===== config.mk =====
export PLATFORM = sky130hd
export DESIGN_NAME = div_control_unit
export DESIGN_NICKNAME = d
export VERILOG_FILES = /design/src/rtl/div_pkg.sv /design/src/rtl/div_cu_uop_decode.sv /design/src/rtl/div_control_unit.sv
export SDC_FILE = /design/constraint.sdc
export NUM_CORES = 1
export LEC_CHECK = 0
export BUFFER_PORTS_ARGS = -buffer_cell sky130_fd_sc_hd__buf_2
export CAP_MARGIN = 20
export CORE_UTILIZATION = 25
export CTS_BUF_LIST = sky130_fd_sc_hd__clkbuf_8
export CTS_CLUSTER_DIAMETER = 200
export DETAILED_ROUTE_END_ITERATION = 10
export PLACE_DENSITY = 0.62
export SLEW_MARGIN = 0
export SYNTH_ARGS = -nofsm -noshare
export SYNTH_HDL_FRONTEND = slang
export SYNTH_SLANG_ARGS = --single-unit

===== constraint.sdc =====
create_clock -name clk -period 1.7 [get_ports clk]
set_clock_uncertainty 0.2 [all_clocks]
set_input_delay 0.085 -clock clk [delete_from_list [all_inputs] [get_ports clk]]
set_output_delay 0.085 -clock clk [all_outputs]
set_load 0.005 [all_outputs]

===== src/rtl/div_pkg.sv =====
// Shared definitions for the repeated-subtraction divider controller:
// register-bank indices, input-mux codes, ALU opcodes, state encoding
// and the control word handed from the micro-op decoder to the top.
package div_pkg;

    localparam logic [3:0] REG_Q     = 4'd0;
    localparam logic [3:0] REG_ALU_A = 4'd1;
    localparam logic [3:0] REG_ALU_B = 4'd2;
    localparam logic [3:0] REG_DIV   = 4'd3;
    localparam logic [3:0] REG_R     = 4'd14;

    localparam logic [2:0] MUX_IN_A  = 3'd0;
    localparam logic [2:0] MUX_IN_B  = 3'd1;
    localparam logic [2:0] MUX_CONST = 3'd2;
    localparam logic [2:0] MUX_ALU   = 3'd3;
    localparam logic [2:0] MUX_REG   = 3'd4;

    localparam logic [1:0] ALU_PASS = 2'd0;
    localparam logic [1:0] ALU_ADD  = 2'd1;
    localparam logic [1:0] ALU_SUB  = 2'd2;

    // state   | meaning
    // IDLE    | waiting for start, all controls 0
    // LOAD_A  | R14 <- InA (dividend, becomes running remainder)
    // LOAD_B  | R3  <- InB (divisor)
    // CLR_Q   | R0  <- 0 (quotient)
    // LD1/LD2 | stage R14, R3 into ALU operands R1, R2
    // SUB     | R14 <- R1 - R2 unless borrow, borrow ends the loop
    // INC1/2  | stage R0 and constant 1 into R1, R2
    // ADD     | R0 <- R1 + R2
    // DONE    | one-cycle result-valid pulse
    // CZ1..3  | divisor-zero test (R3 - 0), optional
    // ZERR    | R0 <- 0xFF, err raised, optional
    typedef enum logic [3:0] {
        S_IDLE, S_LOAD_A, S_LOAD_B, S_CLR_Q, S_LD1, S_LD2, S_SUB,
        S_INC1, S_INC2, S_ADD, S_DONE, S_CZ1, S_CZ2, S_CZ3, S_ZERR
    } state_t;

    typedef struct packed {
        logic [2:0] in_mux;
        logic       we;
        logic [3:0] reg_add;
        logic [3:0] out_mux;
        logic [7:0] cu_const;
        logic [1:0] alu_op;
        logic       busy;
        logic       done;
    } ctrl_t;

endpackage


===== src/rtl/div_cu_uop_decode.sv =====
// Micro-op decoder: maps the controller state (and the ALU borrow in SUB)
// to the register-bank / ALU control word. Purely combinational.
// CZ/ZERR micro-ops exist only when DIV_ZERO_CHECK_EN is defined.
module div_cu_uop_decode
    import div_pkg::*;
(
    input  state_t     state,
    input  logic       alu_borrow,
    output ctrl_t      ctrl
);

    // Moore decode of the state; SUB write-enable depends on the borrow
    always_comb begin
        ctrl      = '0;
        ctrl.busy = (state != S_IDLE) && (state != S_DONE);
        case (state)
            S_LOAD_A: begin ctrl.in_mux = MUX_IN_A; ctrl.reg_add = REG_R; ctrl.we = 1'b1; end
            S_LOAD_B: begin ctrl.in_mux = MUX_IN_B; ctrl.reg_add = REG_DIV; ctrl.we = 1'b1; end
            S_CLR_Q: begin
                ctrl.in_mux = MUX_CONST; ctrl.cu_const = 8'd0; ctrl.reg_add = REG_Q; ctrl.we = 1'b1;
            end
            S_LD1: begin
                ctrl.in_mux = MUX_REG; ctrl.out_mux = REG_R; ctrl.reg_add = REG_ALU_A; ctrl.we = 1'b1;
            end
            S_LD2: begin
                ctrl.in_mux = MUX_REG; ctrl.out_mux = REG_DIV; ctrl.reg_add = REG_ALU_B; ctrl.we = 1'b1;
            end
            S_SUB: begin
                ctrl.alu_op = ALU_SUB; ctrl.in_mux = MUX_ALU; ctrl.reg_add = REG_R; ctrl.we = !alu_borrow;
            end
            S_INC1: begin
                ctrl.in_mux = MUX_REG; ctrl.out_mux = REG_Q; ctrl.reg_add = REG_ALU_A; ctrl.we = 1'b1;
            end
            S_INC2: begin
                ctrl.in_mux = MUX_CONST; ctrl.cu_const = 8'd1; ctrl.reg_add = REG_ALU_B; ctrl.we = 1'b1;
            end
            S_ADD: begin
                ctrl.alu_op = ALU_ADD; ctrl.in_mux = MUX_ALU; ctrl.reg_add = REG_Q; ctrl.we = 1'b1;
            end
            S_DONE: ctrl.done = 1'b1;
`ifdef DIV_ZERO_CHECK_EN
            S_CZ1: begin
                ctrl.in_mux = MUX_REG; ctrl.out_mux = REG_DIV; ctrl.reg_add = REG_ALU_A; ctrl.we = 1'b1;
            end
            S_CZ2: begin
                ctrl.in_mux = MUX_CONST; ctrl.cu_const = 8'd0; ctrl.reg_add = REG_ALU_B; ctrl.we = 1'b1;
            end
            S_CZ3: ctrl.alu_op = ALU_SUB;
            S_ZERR: begin
                ctrl.in_mux = MUX_CONST; ctrl.cu_const = 8'hFF; ctrl.reg_add = REG_Q; ctrl.we = 1'b1;
            end
`endif
            default: ;
        endcase
    end

endmodule


===== src/rtl/div_control_unit.sv =====
// Control FSM for the 8-bit repeated-subtraction divider. Holds the state
// register and next-state logic; the control word comes from
// div_cu_uop_decode. Quotient ends in R0, remainder in R14.
// Optional macro DIV_ZERO_CHECK_EN adds a divisor-zero test and err flag;
// without it err is tied low and B=0 never terminates (reset recovers).
module div_control_unit
    import div_pkg::*;
(
    input  logic       clk,
    input  logic       rst,
    input  logic       start,
    input  logic       alu_borrow,
    input  logic       alu_zero,
    output logic [2:0] InMuxAdd,
    output logic       WE,
    output logic [3:0] RegAdd,
    output logic [3:0] OutMuxAdd,
    output logic [7:0] CUconst,
    output logic [1:0] alu_op,
    output logic       busy,
    output logic       done,
    output logic       err
);

    state_t state, state_nxt;
    ctrl_t  ctrl;

    div_cu_uop_decode u_decode (
        .state      (state),
        .alu_borrow (alu_borrow),
        .ctrl       (ctrl)
    );

    // State register
    always_ff @(posedge clk or posedge rst) begin
        if (rst) state <= S_IDLE;
        else     state <= state_nxt;
    end

    // Next-state sequencing of the micro-program
    always_comb begin
        state_nxt = state;
        case (state)
            S_IDLE:   if (start) state_nxt = S_LOAD_A;
            S_LOAD_A: state_nxt = S_LOAD_B;
            S_LOAD_B: state_nxt = S_CLR_Q;
`ifdef DIV_ZERO_CHECK_EN
            S_CLR_Q:  state_nxt = S_CZ1;
            S_CZ1:    state_nxt = S_CZ2;
            S_CZ2:    state_nxt = S_CZ3;
            S_CZ3:    state_nxt = alu_zero ? S_ZERR : S_LD1;
            S_ZERR:   state_nxt = S_DONE;
`else
            S_CLR_Q:  state_nxt = S_LD1;
`endif
            S_LD1:    state_nxt = S_LD2;
            S_LD2:    state_nxt = S_SUB;
            S_SUB:    state_nxt = alu_borrow ? S_DONE : S_INC1;
            S_INC1:   state_nxt = S_INC2;
            S_INC2:   state_nxt = S_ADD;
            S_ADD:    state_nxt = S_LD1;
            S_DONE:   state_nxt = S_IDLE;
            default:  state_nxt = S_IDLE;
        endcase
    end

`ifdef DIV_ZERO_CHECK_EN
    logic err_q;

    // Carry err from ZERR into the following DONE cycle; any other state clears it
    always_ff @(posedge clk or posedge rst) begin
        if (rst) err_q <= 1'b0;
        else     err_q <= (state == S_ZERR);
    end

    assign err = err_q | (state == S_ZERR);
`else
    logic unused_alu_zero;
    assign unused_alu_zero = alu_zero;
    assign err = 1'b0;
`endif

    assign InMuxAdd  = ctrl.in_mux;
    assign WE        = ctrl.we;
    assign RegAdd    = ctrl.reg_add;
    assign OutMuxAdd = ctrl.out_mux;
    assign CUconst   = ctrl.cu_const;
    assign alu_op    = ctrl.alu_op;
    assign busy      = ctrl.busy;
    assign done      = ctrl.done;

endmodule


======== After elaboration in Yosys (flattened, before gate mapping) ========
Index checks and enable logic that the tools add are counted.
cells by class
  equal/unequal tests ..................... 12
  multiplexer cells ....................... 8
  reduce and logical (&&, ||, !) cells .... 6
operators by type and width
  kind                  number
  $pmux W8 S8           1
  $pmux W4 S9           1
  $eq A4 B3 Y1 const B  4
  $eq A4 B4 Y1 const B  3
  $eq A4 B2 Y1 const B  2
  $mux W4               2
  $pmux W4 S2           1
  $eq A4 B1 Y1 const B  1
  $logic_not A4 Y1      1
  $ne A4 B4 Y1 const B  1
  $pmux W2 S2           1
  $reduce_bool A4 Y1    1
  $reduce_or A2 Y1      2
  $mux W1               2
  $ne A2 B2 Y1 const B  1
  $logic_and A1 B1 Y1   1
  $logic_not A1 Y1      1
word-level totals
  bits in registers ....................... 4
  output and inout bits ................... 25
  word-level logic and storage cells ...... 27

======== Depth between registers and ports, before layout ========
Gate-level depths: netlist of the first run.
  depth after elaboration ................. 3
  mapped depth ............................ 5

======== Modules after synthesis ========
Synthesis of the first run repeated with hierarchy kept, for this count alone.
second synthesis, totals
  cell total of the unflattened synthesis .. 67
  area, all modules ....................... 515.5 um^2
modules (own cells, without submodules)
  module             times used  cells an instance  area an instance (um^2)  seq. area each (um^2)
  div_cu_uop_decode  1           45                 296.5                    0.0
  div_control_unit   1           22                 219.0                    100.1

======== Worst setup path after synthesis of the first run ========
Ideal clock, no wire load.
  path kind ............................... register to output
  from .................................... reg state[1]
  to ...................................... out RegAdd[3]
  arrival time ............................ 1.226 ns
  required time ........................... 1.415 ns
  setup slack ............................. 0.189 ns
  stages on the path, launching flop included .. 5
  cells stage by stage .................... dfrtp_1 buf_4 or3b_1 a21oi_1 buf_4
on the way
  cells in the longest elaborated chain, start to end .. 3
RTL lines
  element                            line                     text
  from (decl)                        div_control_unit.sv:25   state_t state, state_nxt;
  from (signal assigned)             div_control_unit.sv:37   else state <= state_nxt;
  $eq A4 B3 Y1                       div_cu_uop_decode.sv:16  case (state)
  $reduce_or A2 Y1 (no source line)  n/a
  $pmux W8 S8 (*)                    div_cu_uop_decode.sv:16
  to (decl)                          div_control_unit.sv:16   output logic [3:0] RegAdd,
Every way passes the cells marked *; elsewhere a longest branch is shown, timed or not.

======== Final worst setup path of the first run ========
  from .................................... reg state[1]
  to ...................................... out WE
on the way
  cells in the longest elaborated chain, start to end .. 3
RTL lines
  element                            line                     text
  $eq A4 B3 Y1                       div_cu_uop_decode.sv:16
  $reduce_or A2 Y1 (no source line)  n/a
  $pmux W8 S8 (*)                    div_cu_uop_decode.sv:16
  to (decl)                          div_control_unit.sv:15   output logic WE,
Marks and branches as above.

==> impl_metrics.tcl, run 1 <==
set metrics [dict create \
    final_antenna_net_count 0 \
    drive_above_1_share_pct 47.3 \
    p_comb_share_pct 73.3 \
    synth.most_common_cell "buf_4" \
    critPathRequiredTime_ns 1.41 \
    hp-class "in -> reg" \
    syn_inst 63 \
    crit_type "reg -> out" \
    start_util_pct 27.6 \
    finalPower_mw 1.47 \
    p_leak_nw 0.364 \
    die_x_um 46.4 \
    max_stage_delay_ns 0.52 \
    p_per_area_nw_per_um2 2100 \
    p_int_mw 0.889 \
    crit_start "state[1]$_DFFE_PP0P_" \
    cts.sinks 4 \
    drt_wl_total_um 1090 \
    fmax_mhz 593 \
    startpoint_type "register" \
    p_clk_share_pct 13.0 \
    switching_share_pct 39.6 \
    area_growth_pct 42.7 \
    dp_hpwl_um 733 \
    rows 15 \
    cpMaxStageDelayCell "or4_1" \
    synth_cell_types 30 \
    clk_pin_slew_ns 0.03 \
    grt_pass1_vias 399 \
    rsz0062_at_grt "true" \
    synthTopCellsByArea "dfrtp_1, buf_4, xnor2_1" \
    core_um2 1780 \
    cts_tree "built" \
    yosys.area.top_type "dfrtp_1" \
    endpoint_kind "primary output" \
    hold_violations 0 \
    routedWlPerCell_um 9.36 \
    h-tree-depth 1 \
    grt-ovfl-total 0 \
    clock-root-buffer "clkbuf_8" \
    status "finished, final reports clean" \
    antenna_cells 0 \
    synth_commonest_cells "buf_4, nor2_1, dfrtp_1, xnor2_1" \
    dieHeight_um 46.4 \
    grt_pass1_wl_um 1680 \
    via_count 496 \
    p_seq_share_pct 13.7 \
    yosys_warnings 0 \
    drt_iter0_markers 15 \
    viasPerCell 4.28 \
    dieArea_um2 2150 \
    ys_seq_elements 4 \
    synth_area_um2 492 \
    drv_cap 0 \
    drc_errors 0 \
    crit_path_cell_trace "or4_1 -> o211a_1 -> buf_2" \
    slew_violations 0 \
    min_period_over_period_pct 99.1 \
    max_flop_register "state" \
    reg.largest.list "state (4)" \
    ir_drop_mv 0.812 \
    critPathMaxFanout 4 \
    synth_area_per_cell_um2 7.81 \
    largest_reg_flops 4 \
    dr.pass1.iters 4 \
    place_area_um2 574 \
    ys_async_sr_fraction_pct 100 \
    min-delay-start "alu_borrow" \
    switching_power_mw 0.583 \
    ios 30 \
    antenna_found_initial 0 \
    whs_ns 0.0202 \
    cts_buffer_depth 2 \
    grt_max_degree 13 \
    worstSkewPairLatency_ns 0.21 \
    yosysSeqAreaShare_pct 20.4 \
    cts_buffers 3 \
    r2r_start "state[3]$_DFFE_PP0P_" \
    track_usage_pct 11.0 \
    synth_ff_type "dfrtp_1" \
    setup_violations 0 \
    worstPathArrival_ns 1.40 \
    final_nets 98 \
    stdcell_area_um2 702 \
    period_needed_ns 1.69 \
    portBuffers 20 \
    routabilityCongestion 0.746 \
    synth_top_area_share_pct 20.4 \
    synth_edf_count 0 \
]
[cell type report]
cell class | count | area (um2)
multi-input combinational | 47 | 299
inverter | 2 | 7.51
sequential | 4 | 104
tap | 25 | 31.3
timing repair buffer | 35 | 219
clock buffer | 3 | 41.3
fill | 191 | 1080
[cells by family (layout without fill, tap and decap cells)]
logic type                count (synthesis)  count (layout)  share of synthesized area [%]
xor gates and xnor gates                  4               4                           7.12
AOI/OAI and AO/OA                        16              16                           22.1
other                                     1               8                          0.763
DFF                                       4               4                           20.4
and+or+nand+nor                          18              18                           21.6
buffers and inverters                    19              40                           26.0
muxes                                     1               1                           2.04
[final timing paths]
| kind | endpoint | slack (ns) | cells past startpoint |
|---|---|---|---|
| setup / recovery | WE | 0.01 | 3 |
| hold / removal | state[2]$_DFFE_PP0P_ | 0.02 | 3 |
| setup reg to reg | state[0]$_DFFE_PP0P_ | 0.28 | 4 |
| hold reg to reg | state[1]$_DFFE_PP0P_ | 0.30 | 1 |
| max in group asynchronous | state[2]$_DFFE_PP0P_ | 1.05 | 3 |
| min in group asynchronous | state[3]$_DFFE_PP0P_ | 0.09 | 3 |
[cells in the final DEF, fill, tap and decap left out, types with 3 or more instances in the layout]
cell / instances
xnor2_1: 4
nor2_1: 5
clkbuf_8: 3
dfrtp_2: 3
conb_1: 8
o21ai_0: 3
buf_4: 13
buf_2: 20
[through the flow]
| stage | setup TNS [ns] | util (%) | cells | setup slack, ns |
|---|---|---|---|---|
| floorplan | 0 | - | 70 | 0.189 |
| global placement | 0 | 32.2 | 104 | 0.164 |
| detailed placement | 0 | 32.2 | 104 | 0.164 |
| CTS | 0 | 37.1 | 111 | 0.00553 |
| global route | -0.143 | 39.4 | 116 | -0.0437 |
| finish | 0 | 39.4 | 116 | 0.0145 |
[power by group through the flow]
stage	clock network (mW)	registers [mW]	logic, mW
global route	0.206	0.216	1.21
floorplan	0	0.175	0.686
detailed placement	0	0.220	0.889
global placement	0	0.218	0.877
CTS	0.195	0.207	0.985
finish	0.191	0.202	1.08
[what timing repair did]
| item | in CTS | in global routing |
|---|---|---|
| hold endpoints to repair | 4 | 0 |
| hold buffers | 1 | 0 |
| gates resized for setup | 6 | 1 |
| setup endpoints to repair | 5 | 4 |
| pin swaps | 0 | 5 |
| buffers inserted | 3 | 6 |
[routing by layer]
metal | share of wire, % | track usage [%] | routed length (um)
met5 | 0 | 0 | 0
met1 | 47 | 14.7 | 515
met4 | 0 | 4.71 | 0
met2 | 48 | 16.1 | 521
met3 | 4.5 | 3.53 | 49
[critical path: cells and delay by family (launching register included)]
family / cells / cell delay [ns]
compound gates: 1 / 0.15
buf+inv: 1 / 0.12
simple gates: 1 / 0.52
flops: 1 / 0.40
Power figures use the tool's default switching activity.
==> run 2, diff against run 1 <==
==> constraint.sdc (replaced) <==
create_clock -name clk -period 1.7 [get_ports clk]
set_clock_uncertainty 0.2 [all_clocks]
set_input_delay 0.085 -clock clk [delete_from_list [all_inputs] [get_ports clk]]
set_output_delay 0.085 -clock clk [all_outputs]
set_load 0.02 [all_outputs]
==> impl_metrics.tcl, run 2 (synthesis results as in run 1) <==
set metrics [dict create \
    status "finished with violations" \
    grt_max_degree 15 \
    dp_hpwl_um 747 \
    dieHeight_um 46.4 \
    rsz0062_at_grt "true" \
    p_int_mw 1.03 \
    hold_violations 0 \
    critPathMaxFanout 6 \
    largest_reg_flops 4 \
    fmax_mhz 574 \
    period_needed_ns 1.74 \
    switching_share_pct 47.2 \
    ios 30 \
    clock-root-buffer "clkbuf_8" \
    clk_pin_slew_ns 0.03 \
    drt_wl_total_um 1260 \
    h-tree-depth 1 \
    setup_violations 4 \
    grt_pass1_vias 409 \
    p_per_area_nw_per_um2 2550 \
    die_x_um 46.4 \
    p_clk_share_pct 10.1 \
    setup_ws_ns -0.0425 \
    layout_common_cells "buf_2, buf_4, conb_1" \
    finalPower_mw 1.94 \
    critPathRequiredTime_ns 1.41 \
    max_flop_register "state" \
    routedWlPerCell_um 10.7 \
    ir_drop_mv 0.899 \
    cts_buffer_depth 2 \
    cts_tree "built" \
    hp-class "in -> reg" \
    worstSkewPairLatency_ns 0.21 \
    routabilityCongestion 0.769 \
    track_usage_pct 11.4 \
    portBuffers 20 \
    startpoint_type "register" \
    crit_type "reg -> out" \
    cpMaxStageDelayCell "dfrtp_2" \
    max_stage_delay_ns 0.44 \
    antenna_found_initial 0 \
    switching_power_mw 0.917 \
    final_nets 100 \
    reg.largest.list "state (4)" \
    core_um2 1780 \
    via_count 538 \
    slew_violations 0 \
    p_comb_share_pct 79.1 \
    drc_errors 0 \
    tns_ns -0.105 \
    violations "setup timing" \
    drt_iter0_markers 3 \
    dr.pass1.iters 4 \
    viasPerCell 4.56 \
    cts.sinks 4 \
    grt_pass1_wl_um 1750 \
    endpoint_kind "primary output" \
    area_growth_pct 55.2 \
    final_antenna_net_count 0 \
    cts_buffers 3 \
    drv_cap 0 \
    antenna_cells 0 \
    grt-ovfl-total 0 \
    drive_above_1_share_pct 49.5 \
    min_period_over_period_pct 103 \
    dieArea_um2 2150 \
    crit_path_cell_trace "or3b_4 -> a31oi_1 -> buf_4" \
    worstPathArrival_ns 1.46 \
    start_util_pct 27.6 \
    p_leak_nw 0.383 \
    p_seq_share_pct 10.9 \
    rows 15 \
]
-- run 2: cell count changes in the layout (fill, tap and decap cells not counted), sizes merged --
cell	delta
buf	+1
inv	-1
clkbuf	+1
clkinvlp	+1
-- run 2: worst paths after layout --
path	start	endpoint	slack, ns	depth (start not counted)
max	state[2]$_DFFE_PP0P_	RegAdd[1]	-0.04	3
min	alu_borrow	state[2]$_DFFE_PP0P_	0.02	3
max reg2reg	state[2]$_DFFE_PP0P_	state[0]$_DFFE_PP0P_	0.32	4
min reg2reg	state[1]$_DFFE_PP0P_	state[3]$_DFFE_PP0P_	0.50	2
max in group asynchronous	rst	state[1]$_DFFE_PP0P_	1.05	3
min in group asynchronous	rst	state[0]$_DFFE_PP0P_	0.10	3
-- run 2: per-layer routing --
metal,wire length [um],GRT usage (%)
met5,0,0
met4,39,8.24
met3,51,1.18
met2,565,16.7
met1,601,15.3
-- run 2: cell type report --
class / instances / area, um2
clock buffer: 3 / 41.3
inverter: 2 / 11.3
timing repair buffer: 37 / 268
multi-input combinational: 47 / 309
tap: 25 / 31.3
sequential: 4 / 103
fill: 192 / 1020
-- run 2: worst max-delay path, delay by kind of cell (launching register included) --
family	cells	cell delay, ns
flip-flops	1	0.44
AO/OA/AOI/OAI	1	0.19
AND/OR/NAND/NOR	1	0.44
buffers and inverters	1	0.17
-- run 2: power groups by stage --
stage,clock (mW),combinational (mW),sequential (mW)
floorplan,0,0.961,0.175
global placement,0,1.13,0.220
detailed placement,0,1.15,0.222
CTS,0.202,1.38,0.202
global route,0.211,1.65,0.217
finish,0.195,1.54,0.211
-- run 2: repair_timing --
| item | in CTS | in global routing |
|---|---|---|
| buffers inserted | 8 | 3 |
| endpoints found under the hold margin | 4 | 0 |
| setup endpoints to repair | 10 | 7 |
| gates resized for setup | 11 | 5 |
| hold buffers | 1 | 0 |
| pin swaps | 0 | 3 |
-- run 2: metrics by stage --
stage	instance area, um2	worst slack [ns]	hold WS (ns)	utilization (%)	cells
floorplan	527	0.0207	-0.349	-	70
global placement	576	0.109	-0.229	32.3	103
detailed placement	576	0.111	-0.230	32.3	103
CTS	712	-0.0137	0.0129	39.9	115
global route	763	-0.103	0.0433	42.8	118
finish	763	-0.0425	0.0155	42.8	118
==> run 3, diff against run 2 <==
PLACE_DENSITY = 0.64   (was 0.62)
clock period = 1.5 ns   (was 1.7 ns; I/O delays follow)
==> impl_metrics.tcl, run 3 (synthesis results as in run 1) <==
set metrics [dict create \
    largest_reg_flops 4 \
    worstPathArrival_ns 1.46 \
    critPathRequiredTime_ns 1.22 \
    max_stage_delay_ns 0.49 \
    whs_endpoint "state[0]$_DFFE_PP0P_" \
    endpoint_kind "primary output" \
    setup_ws_ns -0.235 \
    portBuffers 20 \
    drc_errors 0 \
    layout.cells.non_filler 125 \
    dr.pass1.iters 2 \
    final.fill_count 151 \
    wl_met2_um 799 \
    routabilityCongestion 0.727 \
    dieHeight_um 46.4 \
    setup_violations 16 \
    antenna_cells 0 \
    max_flop_register "state" \
    dieArea_um2 2150 \
    slew_violations 0 \
    p_leak_nw 0.461 \
    worst-r2r-setup-slack_ns 0.02 \
    area_growth_pct 112 \
    r2r-end "state[3]$_DFFE_PP0P_" \
    grt-ovfl-total 0 \
    clk_pin_slew_ns 0.03 \
    min-delay-start "start" \
    grt_max_degree 14 \
    top_layer "met4" \
    reg2regPathDepth 5 \
    hold_depth 3 \
    die_x_um 46.4 \
    fmax_mhz 576 \
    violations "setup timing" \
    cts_buffer_depth 2 \
    crit_type "reg -> out" \
    clock-root-buffer "clkbuf_8" \
    grt_pass1_wl_um 1840 \
    crit_path_cell_trace "or3b_4 -> mux2i_2 -> buf_4" \
    drt_wl_total_um 1570 \
    status "finished with violations" \
    ir_drop_mv 1.25 \
    r2r_start "state[0]$_DFFE_PP0P_" \
    drv_cap 0 \
    final_antenna_net_count 0 \
    layout_common_cells "buf_6, buf_4, conb_1" \
    cts_buffers 3 \
    period_needed_ns 1.74 \
    path_delay_family "simple AND/OR/NAND/NOR gates" \
    cts.sinks 4 \
    via_count 573 \
    min_period_over_period_pct 116 \
    hold_violations 0 \
    track_usage_pct 12.4 \
    final_nets 107 \
    routedWlPerCell_um 12.6 \
    reg.largest.list "state (4)" \
    m1WireLength_um 669 \
    startpoint_type "register" \
    met3_wirelength_um 64 \
    place_inst 108 \
    antenna_found_initial 0 \
    post-route-util_pct 58.4 \
    critPathMaxFanout 6 \
    drt_iter0_markers 4 \
    start_util_pct 27.6 \
    ios 30 \
    dp_hpwl_um 797 \
    drive_above_1_share_pct 69.0 \
    rsz0062_at_grt "true" \
    seqCellArea_um2 104 \
    multiInputGateArea_um2 450 \
    hp-class "in -> reg" \
    h-tree-depth 1 \
    viasPerCell 4.58 \
    p_per_area_nw_per_um2 2870 \
    worstSkewPairLatency_ns 0.22 \
    grt_pass1_vias 419 \
    cts_tree "built" \
    core_um2 1780 \
    rows 15 \
    cp_num_buf_inv 1 \
    cpMaxStageDelayCell "or3b_4" \
]
[run 3: cell count changes in the layout (fill, tap and decap cells not counted), moves of 2 or more]
cell     delta
buf_4       +3
buf_2      -10
xnor2_2     +2
nor2_1      -2
xnor2_1     -3
buf_6      +14
[run 3: worst max-delay path by stage]
stage,start,to,cells after the start
2_1_floorplan,state[1]$_DFFE_PP0P_,RegAdd[3],4
3_3_place_gp,state[1]$_DFFE_PP0P_,RegAdd[1],3
3_5_place_dp,state[1]$_DFFE_PP0P_,RegAdd[1],3
4_1_cts,state[1]$_DFFE_PP0P_,RegAdd[2],4
5_1_grt,state[1]$_DFFE_PP0P_,InMuxAdd[0],3
6_report,state[1]$_DFFE_PP0P_,InMuxAdd[0],3
[run 3: metal layers]
| layer | vias to the layer above | global-route usage (%) |
|---|---|---|
| met1 | 270 | 16.0 |
| met4 | 0 | 7.06 |
| met3 | 2 | 3.53 |
| met5 | - | 0 |
| li1 | 278 | - |
| met2 | 23 | 18.1 |
[run 3: where the power goes]
part / switching [mW] / leakage, nW / internal (mW)
Combinational: 1.20 / 0.393 / 1.31
Clock: 0.0550 / 0.0216 / 0.171
Sequential: 0.0780 / 0.0468 / 0.171
[run 3: area by class of cell]
type / count / share of cell area, %
timing repair buffer: 44 / 38.7
multi-input combinational: 47 / 43.3
clock buffer: 3 / 3.97
sequential: 4 / 9.98
tap: 25 / 3.00
inverter: 2 / 1.08
[run 3: repair_timing]
item                       4_1_cts  5_1_grt
pin swaps                        7        7
buffers inserted                 7        6
resized for setup               32       25
setup endpoints to repair       17       18
hold endpoints to repair         5        0
hold buffers                     2        0
[run 3: tightest hold or removal path, cell delays in order]
cell	delay (ns)
buf_2	0.08
nor4_1	0.04
a211oi_1	0.22
[run 3: stage by stage]
step                hold WS, ns  instance area, um2  TNS (ns)  setup WS, ns  power (mW)
global placement         -0.238                 656    -0.171       -0.0613        1.75
detailed placement       -0.241                 656    -0.229       -0.0813        1.77
global route              0.113                1040     -3.06        -0.270        3.17
finish                   0.0761                1040     -2.18        -0.235        2.99
floorplan                -0.359                 577   -0.0716       -0.0613        1.44
CTS                      0.0456                 886     -2.27        -0.214        2.48
